**src/rtl/fpu_multiplier_pipe.sv**
```systemverilog
// Three-stage pipelined floating-point multiplier with a valid/ready stream interface.
// S1 unpacks, classifies and multiplies. S2 normalises and extracts guard/sticky bits.
// S3 rounds (RNE or RTZ), saturates and packs the result.
// One global advance signal moves every stage forward together, so the pipe freezes
// as a unit under backpressure.
module fpu_multiplier_pipe #(
  parameter int EXP_W = 8,
  parameter int MAN_W = 23
) (
  input  logic                 clk,
  input  logic                 rst,
  input  logic                 in_valid,
  output logic                 in_ready,
  input  logic [EXP_W+MAN_W:0] float1,
  input  logic [EXP_W+MAN_W:0] float2,
  input  logic                 rnd_mode,
  output logic                 out_valid,
  input  logic                 out_ready,
  output logic [EXP_W+MAN_W:0] result,
  output logic [3:0]           flags
);

  localparam int W  = 1 + EXP_W + MAN_W;
  localparam int EW = EXP_W + 2;
  localparam int SW = MAN_W + 1;
  localparam int PW = 2 * SW;

  localparam logic [EXP_W-1:0]        EXP_ALL1 = '1;
  localparam logic [EXP_W-1:0]        EXP_MAXF = {{(EXP_W-1){1'b1}}, 1'b0};
  localparam logic signed [EW-1:0]    BIAS     = EW'((1 << (EXP_W-1)) - 1);
  localparam logic signed [EW-1:0]    OVF_LIM  = EW'((1 << EXP_W) - 1);
  localparam logic [W-1:0]            QNAN     = {1'b0, EXP_ALL1, 1'b1, {(MAN_W-1){1'b0}}};

  // Round-to-nearest-even increment decision; round-toward-zero never increments.
  function automatic logic round_inc(input logic rtz, input logic guard,
                                     input logic sticky, input logic lsb);
    return !rtz && guard && (sticky || lsb);
  endfunction

  // Saturating pack of a finite rounded value: overflow, flush-to-zero underflow or normal.
  function automatic logic [W+3:0] pack_normal(input logic sign,
                                               input logic signed [EW-1:0] esum,
                                               input logic [MAN_W-1:0] man,
                                               input logic inexact,
                                               input logic rtz);
    if (esum >= OVF_LIM) begin
      if (rtz)
        return {sign, EXP_MAXF, {MAN_W{1'b1}}, 4'b0110};
      else
        return {sign, EXP_ALL1, {MAN_W{1'b0}}, 4'b0110};
    end else if (esum[EW-1] || esum == '0) begin
      return {sign, {(EXP_W+MAN_W){1'b0}}, 4'b0011};
    end else begin
      return {sign, esum[EXP_W-1:0], man, 3'b000, inexact};
    end
  endfunction

  logic adv;
  assign adv       = out_ready | ~out_valid;
  assign in_ready  = adv;

  // ---- S1: unpack / classify / multiply ----
  logic                 sign_a, sign_b;
  logic [EXP_W-1:0]     exp_a, exp_b;
  logic [MAN_W-1:0]     frac_a, frac_b;
  logic                 zero_a, zero_b, inf_a, inf_b, nan_a, nan_b;
  logic                 sign_s1, spc_s1;
  logic [W-1:0]         spc_res_s1;
  logic [3:0]           spc_flags_s1;
  logic signed [EW-1:0] esum_s1;
  logic [PW-1:0]        prod_s1;

  assign {sign_a, exp_a, frac_a} = float1;
  assign {sign_b, exp_b, frac_b} = float2;

  // Denormal inputs have exp == 0 and are treated as zero of the same sign.
  assign zero_a = (exp_a == '0);
  assign zero_b = (exp_b == '0);
  assign inf_a  = (exp_a == EXP_ALL1) && (frac_a == '0);
  assign inf_b  = (exp_b == EXP_ALL1) && (frac_b == '0);
  assign nan_a  = (exp_a == EXP_ALL1) && (frac_a != '0);
  assign nan_b  = (exp_b == EXP_ALL1) && (frac_b != '0);

  assign sign_s1 = sign_a ^ sign_b;
  assign esum_s1 = $signed({2'b00, exp_a}) + $signed({2'b00, exp_b}) - BIAS;
  assign prod_s1 = PW'({1'b1, frac_a}) * PW'({1'b1, frac_b});

  // Special-operand result, decided here and carried past rounding.
  always_comb begin
    spc_s1       = 1'b1;
    spc_res_s1   = '0;
    spc_flags_s1 = 4'b0000;
    if (nan_a || nan_b) begin
      spc_res_s1 = QNAN;
    end else if ((zero_a && inf_b) || (inf_a && zero_b)) begin
      spc_res_s1   = QNAN;
      spc_flags_s1 = 4'b1000;
    end else if (inf_a || inf_b) begin
      spc_res_s1 = {sign_s1, EXP_ALL1, {MAN_W{1'b0}}};
    end else if (zero_a || zero_b) begin
      spc_res_s1 = {sign_s1, {(EXP_W+MAN_W){1'b0}}};
    end else begin
      spc_s1 = 1'b0;
    end
  end

  logic                 vld_p0, sign_p0, rnd_p0, spc_p0;
  logic signed [EW-1:0] esum_p0;
  logic [PW-1:0]        prod_p0;
  logic [W-1:0]         spc_res_p0;
  logic [3:0]           spc_flags_p0;

  // S1 data register, loaded only when an operand pair enters.
  always_ff @(posedge clk) begin
    if (adv && in_valid) begin
      sign_p0      <= sign_s1;
      rnd_p0       <= rnd_mode;
      spc_p0       <= spc_s1;
      esum_p0      <= esum_s1;
      prod_p0      <= prod_s1;
      spc_res_p0   <= spc_res_s1;
      spc_flags_p0 <= spc_flags_s1;
    end
  end

  // ---- S2: normalise, extract fraction / guard / sticky ----
  logic [PW-2:0]        norm_s2;
  logic signed [EW-1:0] esum_s2;

  // Product lies in [1,4); a set MSB means the value is in [2,4) and needs one right shift.
  assign norm_s2 = prod_p0[PW-1] ? prod_p0[PW-2:0] : {prod_p0[PW-3:0], 1'b0};
  assign esum_s2 = esum_p0 + $signed({{(EW-1){1'b0}}, prod_p0[PW-1]});

  logic                 vld_p1, sign_p1, rnd_p1, spc_p1, guard_p1, sticky_p1;
  logic signed [EW-1:0] esum_p1;
  logic [MAN_W-1:0]     man_p1;
  logic [W-1:0]         spc_res_p1;
  logic [3:0]           spc_flags_p1;

  // S2 data register, loaded only when S1 holds a live operation.
  always_ff @(posedge clk) begin
    if (adv && vld_p0) begin
      sign_p1      <= sign_p0;
      rnd_p1       <= rnd_p0;
      spc_p1       <= spc_p0;
      esum_p1      <= esum_s2;
      man_p1       <= norm_s2[2*MAN_W:MAN_W+1];
      guard_p1     <= norm_s2[MAN_W];
      sticky_p1    <= |norm_s2[MAN_W-1:0];
      spc_res_p1   <= spc_res_p0;
      spc_flags_p1 <= spc_flags_p0;
    end
  end

  // ---- S3: round / saturate / pack ----
  logic                 carry_s3;
  logic [MAN_W-1:0]     man_s3;
  logic signed [EW-1:0] esum_s3;
  logic [W+3:0]         packed_s3;

  // Rounding; a carry out of the fraction leaves it zero and bumps the exponent.
  always_comb begin
    {carry_s3, man_s3} = {1'b0, man_p1}
                         + SW'(round_inc(rnd_p1, guard_p1, sticky_p1, man_p1[0]));
    esum_s3 = esum_p1 + $signed({{(EW-1){1'b0}}, carry_s3});
    if (spc_p1)
      packed_s3 = {spc_res_p1, spc_flags_p1};
    else
      packed_s3 = pack_normal(sign_p1, esum_s3, man_s3, guard_p1 | sticky_p1, rnd_p1);
  end

  logic vld_p2;
  assign out_valid = vld_p2;

  // Stage valid bits: cleared by reset, shifted together on advance.
  always_ff @(posedge clk) begin
    if (rst) begin
      vld_p0 <= 1'b0;
      vld_p1 <= 1'b0;
      vld_p2 <= 1'b0;
    end else if (adv) begin
      vld_p0 <= in_valid;
      vld_p1 <= vld_p0;
      vld_p2 <= vld_p1;
    end
  end

  // Output register: zeroed by reset, holds steady while stalled or during bubbles.
  always_ff @(posedge clk) begin
    if (rst) begin
      result <= '0;
      flags  <= 4'b0000;
    end else if (adv && vld_p1) begin
      result <= packed_s3[W+3:4];
      flags  <= packed_s3[3:0];
    end
  end

endmodule

```
**config.mk**
```make
export PLATFORM = sky130hd
export DESIGN_NAME = fpu_multiplier_pipe
export DESIGN_NICKNAME = d
export VERILOG_FILES = /design/src/rtl/fpu_multiplier_pipe.sv
export SDC_FILE = /design/constraint.sdc
export NUM_CORES = 2
export LEC_CHECK = 0
export BUFFER_PORTS_ARGS = -buffer_cell sky130_fd_sc_hd__buf_2
export CAP_MARGIN = 30
export CORE_AREA = 3 3 335 337
export CTS_CLUSTER_SIZE = 12
export DETAILED_ROUTE_END_ITERATION = 10
export DIE_AREA = 0 0 338 340
export GPL_TIMING_DRIVEN = 0
export PLACE_DENSITY = 0.48
export SETUP_SLACK_MARGIN = 0.5
export SYNTH_ARGS = -nofsm -noshare
export SYNTH_HDL_FRONTEND = slang
export SYNTH_SLANG_ARGS = --single-unit
```
**constraint.sdc**
```tcl
create_clock -name clk -period 11.7 [get_ports clk]
set_clock_uncertainty 0.05 [all_clocks]
set_input_delay 2.925 -clock clk [delete_from_list [all_inputs] [get_ports clk]]
set_output_delay 2.925 -clock clk [all_outputs]
set_load 0.01 [all_outputs]
```
---- Word level (Yosys, flattened, before mapping) ----
Index checks and enable logic that the tools add are counted.
cells by class
  reductions and logical operators ........ 28
  add/subtract/negate cells ............... 5
  bitwise gates (word level) .............. 4
  multipliers ............................. 1
  multiplexer cells ....................... 9
  equal/unequal tests ..................... 2
  $lt $le $gt $ge ......................... 1
operator list
  operator              number
  $mux 35               2
  $mux 32               2
  $mul 24x24->48        1
  $mux 47               1
  $logic_not 23->1      2
  $reduce_bool 23->1    2
  $mux 36               1
  $mux 28               1
  $add 23x1->24         1
  $reduce_or 23->1      1
  $add 10x2->10         2
  $eq 8x8->1 const B    2
  $logic_not 8->1       2
  $logic_and 1x1->1     11
  $ge 10x9->1 const B   1
  $logic_not 10->1      1
  $sub 9x7->10 const B  1
  $add 8x8->9           1
  $logic_or 1x1->1      6
  $mux 4                1
  $reduce_or 3->1       1
  $or 1x1->1            2
  $reduce_or 2->1       1
  $logic_not 1->1       1
  3 further kinds       3
word-level totals
  logic and storage cells ................. 72
  register bits ........................... 210
  output and inout bits ................... 38

---- Logic depth before layout (Yosys ltp) ----
  word-level depth ........................ 10
  depth in mapped cells ................... 28
  gate-level depth less buffers ........... 26

---- Least setup slack after synthesis ----
No wires, ideal clock.
  kind .................................... in2reg
  from .................................... input float2[3]
  to ...................................... register prod_p0[44] (data pin)
  setup slack ............................. 2.330 ns
  required time ........................... 11.387 ns
  library setup time ...................... 0.263 ns
  cell stages on the path ................. 28
  arrival ................................. 9.057 ns
  cell sequence ........................... clkbuf_1 -> nand2_1 -> fa_1 -> inv_1 -> fa_1 -> inv_1 -> fa_1 -> inv_1 -> fa_1 -> inv_1 -> fa_1 -> inv_1 -> fa_1 -> inv_1 -> fa_1 -> inv_1 -> ha_1 -> buf_2 -> nand3_1 -> nor3_4 -> o311ai_2 -> a31oi_4 -> o211ai_2 -> o21ai_2 -> a21oi_2 -> o31ai_2 -> o41ai_2 -> xnor2_1
on the way
  longest elaborated chain between the ends .. 1
RTL lines
  item                   line  RTL
  start, declared        15    input logic [EXP_W+MAN_W:0] float2,
  $mul 24x24->48         86    assign prod_s1 = PW'({1'b1, frac_a}) * PW'({1'b1, frac_b});
  named net prod_s1[44]  71    logic [PW-1:0] prod_s1;
  end signal, assigned   120   prod_p0 <= prod_s1;
  end, declared          109   logic [PW-1:0] prod_p0;
The timed path passes the listed nets, and every way through them passes these cells.
A chain may end at the register's enable or synchronous reset.

---- Worst setup path after layout ----
  from .................................... input float1[8]
  to ...................................... register prod_p0[44] (data pin)
on the way
  longest elaborated chain between the ends .. 1
RTL lines
  item                   line  RTL
  start, declared        14    input logic [EXP_W+MAN_W:0] float1,
  $mul 24x24->48         86
  named net prod_s1[44]  71
The timed path passes the listed nets, and every way through them passes these cells.

==> flow_metrics.py <==
metrics = {
    "clocking": {
        "cts_tree": "yes",
        "ctsResizeCount": 0,
        "post_cts_buffers": 0,
        "numCtsBuffers": 17,
        "clk_latency_ns": 0.42,
        "hold_buffers": 0,
        "path_clk_slew_ns": 0.06,
        "clock-root-buffer": "clkbuf_16",
        "ctsLongestPathBuffers": 2,
        "cts.htree.levels": 4,
        "clock-sinks": 146,
    },
    "critical_path": {
        "r2r_cells": 18,
        "cp-start-kind": "primary input",
        "endpoint_kind": "flop",
        "cp.arrival_ns": 10.86,
        "r2r_start": "rnd_p1",
        "slowest_delay_ns": 0.72,
        "r2r_end": "result[27]",
        "critPathMaxFanout": 10,
        "required_ns": 11.81,
        "slowest_stage": "clkbuf_1",
        "r2r_setup_slack_ns": 7.28,
        "critPathKind": "primary input to flop",
    },
    "min_path": {
        "hp-class": "flop to flop",
        "min_to": "spc_flags_p1[3]",
        "min-delay-start": "spc_flags_p0[3]",
        "hold-path-cell-count": 0,
    },
    "sta": {
        "tightest_slew_ns": 1.02,
        "fmax_ghz": 0.0930,
        "setup_viol_count_final": 0,
        "period_share_pct": 91.9,
        "slew_headroom_pct": 31.8,
        "hold_viol": 0,
        "drv_slew": 0,
        "setup_tns_ns": 0,
        "rsz0062_at_grt": "false",
        "period_minus_slack_ns": 10.75,
    },
    "routing": {
        "drtIter0Drc": 1219,
        "drc": 0,
        "antenna_left": 0,
        "vias_per_cell": 4.21,
        "wl_mm": 80.8,
        "num_vias": 17800,
        "wl_per_cell_um": 19.1,
        "drt_pass1_iterations": 5,
    },
    "global_route": {
        "antenna_found_initial": 17,
        "grt_start_max_net_pins": 66,
        "grt_use_total_pct": 14.3,
        "grt_pass1_vias": 19000,
        "gr-total-overflow": 0,
        "grt_pass1_wl_mm": 122,
    },
    "yosys": {
        "synth.area.top_cells": "fa_1 39%, edfxtp_1 13%, ha_1 9.7%",
        "synth.distinct_cells": 68,
        "ys_warn_count": 0,
        "yosysTopAreaCell": "fa_1",
        "synth_edf_count": 107,
        "synth_top_area_share_pct": 38.6,
        "synth_area_sq_mm": 0.0251,
        "synth-seq-cells": 146,
        "async_flop_share_pct": 0,
        "synthFlopType": "edfxtp_1",
        "synth_nets": 3364,
        "synthesis.instances": 2618,
        "seq_area_frac_synth_pct": 15.9,
        "syn_area_per_cell_sq_um": 9.58,
    },
    "final_layout": {
        "fillers": 11800,
        "drive_gt1_share_pct": 7.07,
        "nNetsFinal": 3490,
        "area_delta_synth_final_pct": 11.9,
    },
    "die": {
        "io-pin-count": 107,
        "core_area_sq_mm": 0.109,
        "die_h_um": 340,
        "initial_core_util_pct": 23.0,
        "core.rowCount": 121,
        "die_w_um": 338,
        "die-area_sq_mm": 0.115,
    },
    "job": {
        "maxCapViolations": 0,
    },
    "run_status": {
        "run_status": "finished, final reports clean",
    },
    "place": {
        "io_buffers": 105,
        "place_congestion": 0.913,
        "dp_hpwl_mm": 68.0,
    },
}
-- cell usage after synthesis (5+ instances only) --
cell	number
o21a_1	6
nand2b_1	5
nor2b_1	12
nand2_1	310
fa_1	483
nand3_1	35
dfxtp_1	39
and2_1	251
mux2_2	24
xnor2_1	52
o21ai_0	23
a21o_1	22
ha_1	194
nor4_1	19
o21ai_1	23
nor2_1	86
inv_1	585
a21oi_1	57
and3_1	16
xor2_1	34
o21bai_1	8
a211oi_1	6
edfxtp_1	107
nor3_1	10
buf_2	7
clkbuf_1	100
a22o_1	23
nand4_1	17
-- flip-flops by register name, indices dropped and copies added, names as in the netlist, 3 cells and up --
signal      cells
prod_p0        48
spc_res_p0      3
man_p1         23
result         32
esum_p0        10
flags           4
esum_p1        10
spc_res_p1      3
-- cells by family after synthesis --
| logic type | count (synthesis) | synth area share, % |
|---|---|---|
| and+or+nand+nor | 775 | 15.3 |
| buffers and inverters | 699 | 10.5 |
| adders and majority gates | 677 | 48.3 |
| AOI/OAI and AO/OA | 209 | 5.82 |
| DFF | 146 | 15.9 |
| xor gates and xnor gates | 86 | 3.00 |
| muxes | 26 | 1.16 |
-- layout make-up --
class,instances,area [sq um],area share [%]
multi-input combinational,1773,18400,65.7
sequential,146,3990,14.2
inverter,588,2210,7.87
tap,1476,1850,6.58
timing repair buffer,107,561,2.00
buffer,111,427,1.52
clock buffer,17,425,1.52
clock inverter,15,130,0.464
antenna,8,20.0,0.0714
-- critical path: cells and delay by family --
family	cells	cell delay, ns
compound gates	7	1.64
fa+ha+maj	8	3.72
simple gates	3	0.49
xor+xnor	1	0.12
buf+inv	10	1.96
-- worst max-delay path by stage --
stage | slack [ns] | endpoint | cells past startpoint | startpoint
6_report | 0.95 | prod_p0[44] | 29 | float1[8]
5_1_grt | 0.54 | prod_p0[45] | 29 | float1[8]
4_1_cts | 1.02 | prod_p0[44] | 29 | float1[8]
3_5_place_dp | 0.59 | prod_p0[44] | 29 | float1[8]
3_3_place_gp | 0.59 | prod_p0[44] | 29 | float1[8]
2_1_floorplan | 2.33 | prod_p0[44] | 28 | float2[3]
-- metrics by stage --
stage	hold slack [ns]	setup WS, ns	instance area [sq um]	utilization, %	cells
floorplan	0.350	2.33	25100	-	2618
global placement	0.352	0.595	27400	25.1	4199
detailed placement	0.356	0.585	27500	25.2	4200
CTS	0.368	1.02	28000	25.7	4232
global route	0.369	0.539	28000	25.7	4233
finish	0.365	0.950	28100	25.7	4241
-- layout by cell type, fill, tap and decap left out, types with 24 or more instances in the layout --
cell | Yosys | routed
edfxtp_1 | 107 | 107
a21oi_1 | 57 | 57
nand2_1 | 310 | 310
ha_1 | 194 | 194
dfxtp_1 | 39 | 39
clkbuf_1 | 100 | 100
and2_1 | 251 | 249
fa_1 | 483 | 483
xnor2_1 | 52 | 52
xor2_1 | 34 | 34
buf_2 | 7 | 112
nor2_1 | 86 | 86
nand3_1 | 35 | 35
mux2_2 | 24 | 24
inv_1 | 585 | 585
-- layer usage --
| layer | global-route usage [%] | wire, um | vias up |
|---|---|---|---|
| met5 | 0 | 30 | - |
| met4 | 3.94 | 2430 | 4 |
| met3 | 3.03 | 6430 | 105 |
| met2 | 22.8 | 36400 | 599 |
| met1 | 19.6 | 35600 | 8896 |
| li1 | - | - | 8244 |
Power is not shown: default switching activity piles up to over one toggle a cycle in this logic, so the estimate is an artifact.
